## src/rtl/mult_seq_ctrl_pkg.sv

```systemverilog
// mult_seq_ctrl_pkg
//   Shared definitions for the digit-serial multiplier controller:
//   FSM state encodings and the digit width used to split operands.
package mult_seq_ctrl_pkg;

    // FSM state encodings (2-bit, fixed values)
    typedef enum logic [1:0] {
        S_IDLE = 2'd0,
        S_RUN  = 2'd1,
        S_DONE = 2'd2
    } state_t;

    // Width of one operand digit; each digit-pair product is 2*DIG_W bits
    localparam int DIG_W = 2;

endpackage

```

## src/rtl/mult_seq_ctrl_mul2.sv

```systemverilog
// mul2_core
//   Purely combinational 2-bit x 2-bit unsigned multiplier.
//   Ports:
//     a : input  [1:0]  first digit
//     b : input  [1:0]  second digit
//     p : output [3:0]  unsigned product a*b (max 9, never overflows)
module mul2_core
    import mult_seq_ctrl_pkg::*;
(
    input  logic [DIG_W-1:0]   a,
    input  logic [DIG_W-1:0]   b,
    output logic [2*DIG_W-1:0] p
);

    assign p = {{DIG_W{1'b0}}, a} * {{DIG_W{1'b0}}, b};

endmodule

```

## src/rtl/mult_seq_ctrl.sv

```systemverilog
// mult_seq_ctrl
//   Computes an unsigned W x W product by time-sharing a single 2x2 digit
//   multiplier. One digit-pair product is formed and shift-accumulated per
//   clock; a start/busy/done handshake allows back-to-back operations.
//   Ports:
//     clk   : input         system clock, rising edge
//     rst   : input         synchronous active-high reset
//     start : input         request a multiplication
//     A, B  : input  [W-1]  operands, captured on the accepting edge
//     busy  : output        high while digit products are accumulated
//     done  : output        one-cycle pulse when y becomes valid
//     y     : output [2W-1] product A*B, held until the next completion
module mult_seq_ctrl
    import mult_seq_ctrl_pkg::*;
#(
    parameter int W = 8
)(
    input  logic           clk,
    input  logic           rst,
    input  logic           start,
    input  logic [W-1:0]   A,
    input  logic [W-1:0]   B,
    output logic           busy,
    output logic           done,
    output logic [2*W-1:0] y
);

    localparam int D  = W / DIG_W;
    localparam int PW = 2 * W;
    // Counter width; a single-digit build still needs a 1-bit counter
    localparam int CW = (D > 1) ? $clog2(D) : 1;
    // Shift amount reaches 2W-4, so this width always suffices
    localparam int SW = $clog2(PW) + 1;
    localparam logic [CW-1:0] LAST = CW'(D - 1);

    state_t          state_reg;
    logic [W-1:0]    a_reg, b_reg;
    logic [PW-1:0]   acc_reg;
    logic [PW-1:0]   y_reg;
    logic [CW-1:0]   i_reg, j_reg;
    logic            busy_reg, done_reg;

    // Digit views of the latched operands, selected by the counters
    logic [DIG_W-1:0] a_dig [D];
    logic [DIG_W-1:0] b_dig [D];

    genvar gi;
    generate
        for (gi = 0; gi < D; gi++) begin : g_digits
            assign a_dig[gi] = a_reg[DIG_W*gi +: DIG_W];
            assign b_dig[gi] = b_reg[DIG_W*gi +: DIG_W];
        end
    endgenerate

    logic [DIG_W-1:0]   a_sel, b_sel;
    logic [2*DIG_W-1:0] prod;
    logic [SW-1:0]      shamt;
    logic [PW-1:0]      term;
    logic [PW-1:0]      sum_next;

    assign a_sel = a_dig[i_reg];
    assign b_sel = b_dig[j_reg];

    mul2_core u_mul2_core (
        .a (a_sel),
        .b (b_sel),
        .p (prod)
    );

    assign shamt    = SW'(DIG_W) * (SW'(i_reg) + SW'(j_reg));
    assign term     = PW'(prod) << shamt;
    assign sum_next = acc_reg + term;

    always_ff @(posedge clk) begin
        if (rst) begin
            state_reg <= S_IDLE;
            a_reg     <= '0;
            b_reg     <= '0;
            acc_reg   <= '0;
            y_reg     <= '0;
            i_reg     <= '0;
            j_reg     <= '0;
            busy_reg  <= 1'b0;
            done_reg  <= 1'b0;
        end else begin
            case (state_reg)
                S_IDLE, S_DONE: begin
                    done_reg <= 1'b0;
                    if (start) begin
                        a_reg     <= A;
                        b_reg     <= B;
                        acc_reg   <= '0;
                        i_reg     <= '0;
                        j_reg     <= '0;
                        busy_reg  <= 1'b1;
                        state_reg <= S_RUN;
                    end else begin
                        busy_reg  <= 1'b0;
                        state_reg <= S_IDLE;
                    end
                end
                S_RUN: begin
                    if ((i_reg == LAST) && (j_reg == LAST)) begin
                        // Final product goes straight to y from the adder
                        y_reg     <= sum_next;
                        busy_reg  <= 1'b0;
                        done_reg  <= 1'b1;
                        state_reg <= S_DONE;
                    end else begin
                        acc_reg <= sum_next;
                        if (j_reg == LAST) begin
                            j_reg <= '0;
                            i_reg <= i_reg + CW'(1);
                        end else begin
                            j_reg <= j_reg + CW'(1);
                        end
                    end
                end
                default: begin
                    busy_reg  <= 1'b0;
                    done_reg  <= 1'b0;
                    state_reg <= S_IDLE;
                end
            endcase
        end
    end

    assign busy = busy_reg;
    assign done = done_reg;
    assign y    = y_reg;

endmodule

```

## config.mk

```make
export PLATFORM = sky130hd
export DESIGN_NAME = mult_seq_ctrl
export DESIGN_NICKNAME = d
export VERILOG_FILES = /design/src/rtl/mult_seq_ctrl_pkg.sv /design/src/rtl/mult_seq_ctrl_mul2.sv /design/src/rtl/mult_seq_ctrl.sv
export SDC_FILE = /design/constraint.sdc
export NUM_CORES = 1
export LEC_CHECK = 0
export CAP_MARGIN = 15
export CORE_UTILIZATION = 45
export CTS_BUF_LIST = sky130_fd_sc_hd__clkbuf_4 sky130_fd_sc_hd__clkbuf_8
export CTS_CLUSTER_DIAMETER = 40
export DETAILED_ROUTE_END_ITERATION = 10
export HOLD_SLACK_MARGIN = 0.06
export PLACE_DENSITY = 0.7
export SLEW_MARGIN = 20
export SYNTH_ARGS = -nofsm -noshare
export SYNTH_HDL_FRONTEND = slang
export SYNTH_HIERARCHICAL = 1
export SYNTH_SLANG_ARGS = --single-unit
```

## constraint.sdc

```tcl
create_clock -name clk -period 10.2 [get_ports clk]
set_input_delay 2.04 -clock clk [delete_from_list [all_inputs] [get_ports clk]]
set_output_delay 2.04 -clock clk [all_outputs]
set_load 0.01 [all_outputs]
```

==> results.py <==
metrics = {
    "timing": {
        "slew_violations": 0,
        "setup_ws_ns": 6.01,
        "fmax_mhz": 239,
        "max_slew.worst_pin.slew_ns": 0.879,
        "rsz0062_at_grt": "false",
        "hold_ws_ns": 0.460,
        "hold_violations": 0,
        "finalCritPeriodShare_pct": 41.1,
        "setup-tns-final_ns": 0,
        "finalSetupViolations": 0,
        "fin_skew_ns": 0.00697,
        "slew_headroom_pct": 41.4,
        "period_needed_ns": 4.19,
    },
    "place": {
        "place_ws_ns": 5.72,
        "dp.cells": 532,
        "gp_congestion": 0.865,
        "place_area_sq_mm": 0.00373,
        "io_buffer_count": 36,
        "dpl.hpwl_microns": 5620,
    },
    "logic_synthesis": {
        "ys_types": 60,
        "yosys-top-cells-count": "nand2_1 (71), dfxtp_1 (55), a21oi_1 (48), nor2_1 (31), nand3_1 (25)",
        "avgSynthCellArea_sq_um": 8.03,
        "synth_area_leaders": "dfxtp_1 (33%), nand2_1 (8.0%), ha_1 (7.5%)",
        "yosysTopAreaCellShare_pct": 33.0,
        "async_flop_share_pct": 0,
        "synth_ff_type": "dfxtp_1",
        "yosysWarnings": 6,
        "muxShareOfSynthArea_pct": 3.90,
        "syn_inst": 416,
        "synth_compound_area_share_pct": 22.9,
        "synth-xor-area-share_pct": 1.31,
        "yosysTopAreaCell": "dfxtp_1",
        "ys_seq_area_share_pct": 33.0,
        "synth_top_family_by_area": "simple AND/OR/NAND/NOR gates",
        "synth_simple_gate_area_share_pct": 26.3,
        "synth_most_common_cell": "nand2_1",
        "ys_seq_elements": 55,
        "synth-edff-count": 0,
        "syn-cell-area_sq_mm": 0.00334,
        "synthAdderAreaFrac_pct": 8.69,
        "syn_nets": 457,
    },
    "setup_path": {
        "cpMaxStageDelayCell": "nand2b_1",
        "crit_chain": "clkdlybuf4s50_1 -> nand2b_1 -> o21ai_0 -> nor2_1 -> a22oi_1 -> nand3_1",
        "critPathTopFamily": "simple AND/OR/NAND/NOR gates",
        "end_kind": "flip-flop",
        "crit_type": "primary input to flip-flop",
        "critPathBufInv": 1,
        "crit_path_start_kind": "primary input",
        "slowest_delay_ns": 0.63,
        "worstPathRequired_ns": 10.46,
        "crit_fanout": 23,
        "worstPathArrival_ns": 4.45,
    },
    "die": {
        "die_x_microns": 88.1,
        "start_util_pct": 46.3,
        "die_area_sq_mm": 0.00777,
        "rows": 31,
        "pin_count": 37,
        "core_sq_mm": 0.00721,
        "die_h_microns": 88.1,
    },
    "global_routing": {
        "antenna_found_initial": 0,
        "gr-total-overflow": 0,
        "grt_pass1_wl_microns": 13000,
        "grt_usage_pct": 21.2,
        "grt_max_degree": 55,
        "grt_pass1_vias": 2714,
    },
    "detailed_routing": {
        "ant_nets": 0,
        "routedWlPerCell_microns": 14.3,
        "vias": 3014,
        "drtPass1Iterations": 5,
        "vias_per_cell": 5.58,
        "routed_wl_microns": 7740,
        "drt-initial-drc-count": 184,
        "drc": 0,
    },
    "finish": {
        "final_cells": 540,
        "design_area_sq_mm": 0.00382,
        "final_util_pct": 53.0,
        "layout-drive-gt1-share_pct": 7.26,
        "area_delta_synth_final_pct": 14.5,
        "antennaDiodeCount": 0,
        "layout.nets": 481,
    },
    "clock_tree": {
        "htree_levels": 2,
        "clockBufferDepth": 2,
        "clkTransAtPathRegs_ns": 0.11,
        "numCtsBuffers": 5,
        "clk_latency_ns": 0.31,
        "cts_tree": "yes",
        "clock_sinks": 55,
        "post_cts_buffers": 0,
        "cts-root-buf": "clkbuf_8",
        "cts_resized": 0,
        "cts_hold_buffers": 0,
    },
    "run_status": {
        "status": "finished, final reports clean",
    },
    "power": {
        "pwr_density_cell_mw_per_mm2": 102,
        "p_leak_nw": 1.41,
        "finalPower_uw": 389,
        "ir_drop_mv": 0.0721,
    },
    "worst_hold_path": {
        "hold_class": "flip-flop to flip-flop",
    },
    "run": {
        "cap_violations": 0,
    },
}
-- power by group --
group,total [mW],internal [mW],switching [mW]
Clock,0.128,0.0495,0.0783
Combinational,0.0385,0.0161,0.0224
Sequential,0.223,0.220,0.00364
Total,0.389,0.285,0.104
-- metal layers --
layer / global-route usage (%) / vias up / share of wire (%) / wire length [microns]
li1: - / 1548 / - / -
met4: 4.55 / 0 / 1.1 / 87
met3: 3.20 / 7 / 5.0 / 388
met1: 29.9 / 1390 / 48 / 3700
met2: 34.3 / 69 / 46 / 3560
met5: 0 / - / 0 / 0
-- worst reg2reg max path: cells and delay by family (launching register included) --
family,cells,cell delay (ns)
adder cells (fa/ha/maj),3,0.98
flip-flops,1,0.50
AND/OR/NAND/NOR,4,0.70
multiplexers,2,0.92
AO/OA/AOI/OAI,3,0.91
-- worst paths after layout --
| path | cells after the start | end | slack, ns | start |
|---|---|---|---|---|
| setup reg to reg | 12 | y[13] | 6.16 | j_reg[0] |
| hold reg to reg | 2 | y[4] | 0.46 | y[4] |
| hold / removal | 2 | y[4] | 0.46 | y[4] |
| setup / recovery | 6 | acc_reg[12] | 6.01 | start |
-- layout by cell type, fill, tap and decap left out, types with 4 or more instances in the layout --
master	count
nand2_1	71
dfxtp_1	55
a21oi_1	48
clkdlybuf4s50_1	35
nor2_1	31
nand3_1	25
ha_1	20
o21ai_0	15
nor3_1	11
inv_1	7
nand2b_1	7
and2_1	7
o21a_1	6
and3_1	5
a211o_1	5
clkbuf_8	5
nor2b_1	4
mux2i_1	4
mux4_2	4
a21o_1	4
nand4_1	4
nand3b_1	4
-- kinds of logic after synthesis --
group                    after synthesis
AND/OR/NAND/NOR                      184
XOR/XNOR                               5
AO/OA/AOI/OAI                        114
multiplexers                           8
buffers and inverters                 28
flip-flops                            55
adder cells (fa/ha/maj)               22
-- final cells by class --
type                    count  area, sq um
clock buffers               5         68.8
clock inverters             3         22.5
fillers                   736         3390
inverters                   7         26.3
multi-input cells         333         2110
flip-flops and latches     55         1100
well taps                  99          124
repair buffers             38          370
Note: power is estimated with default switching activity, not from simulation.
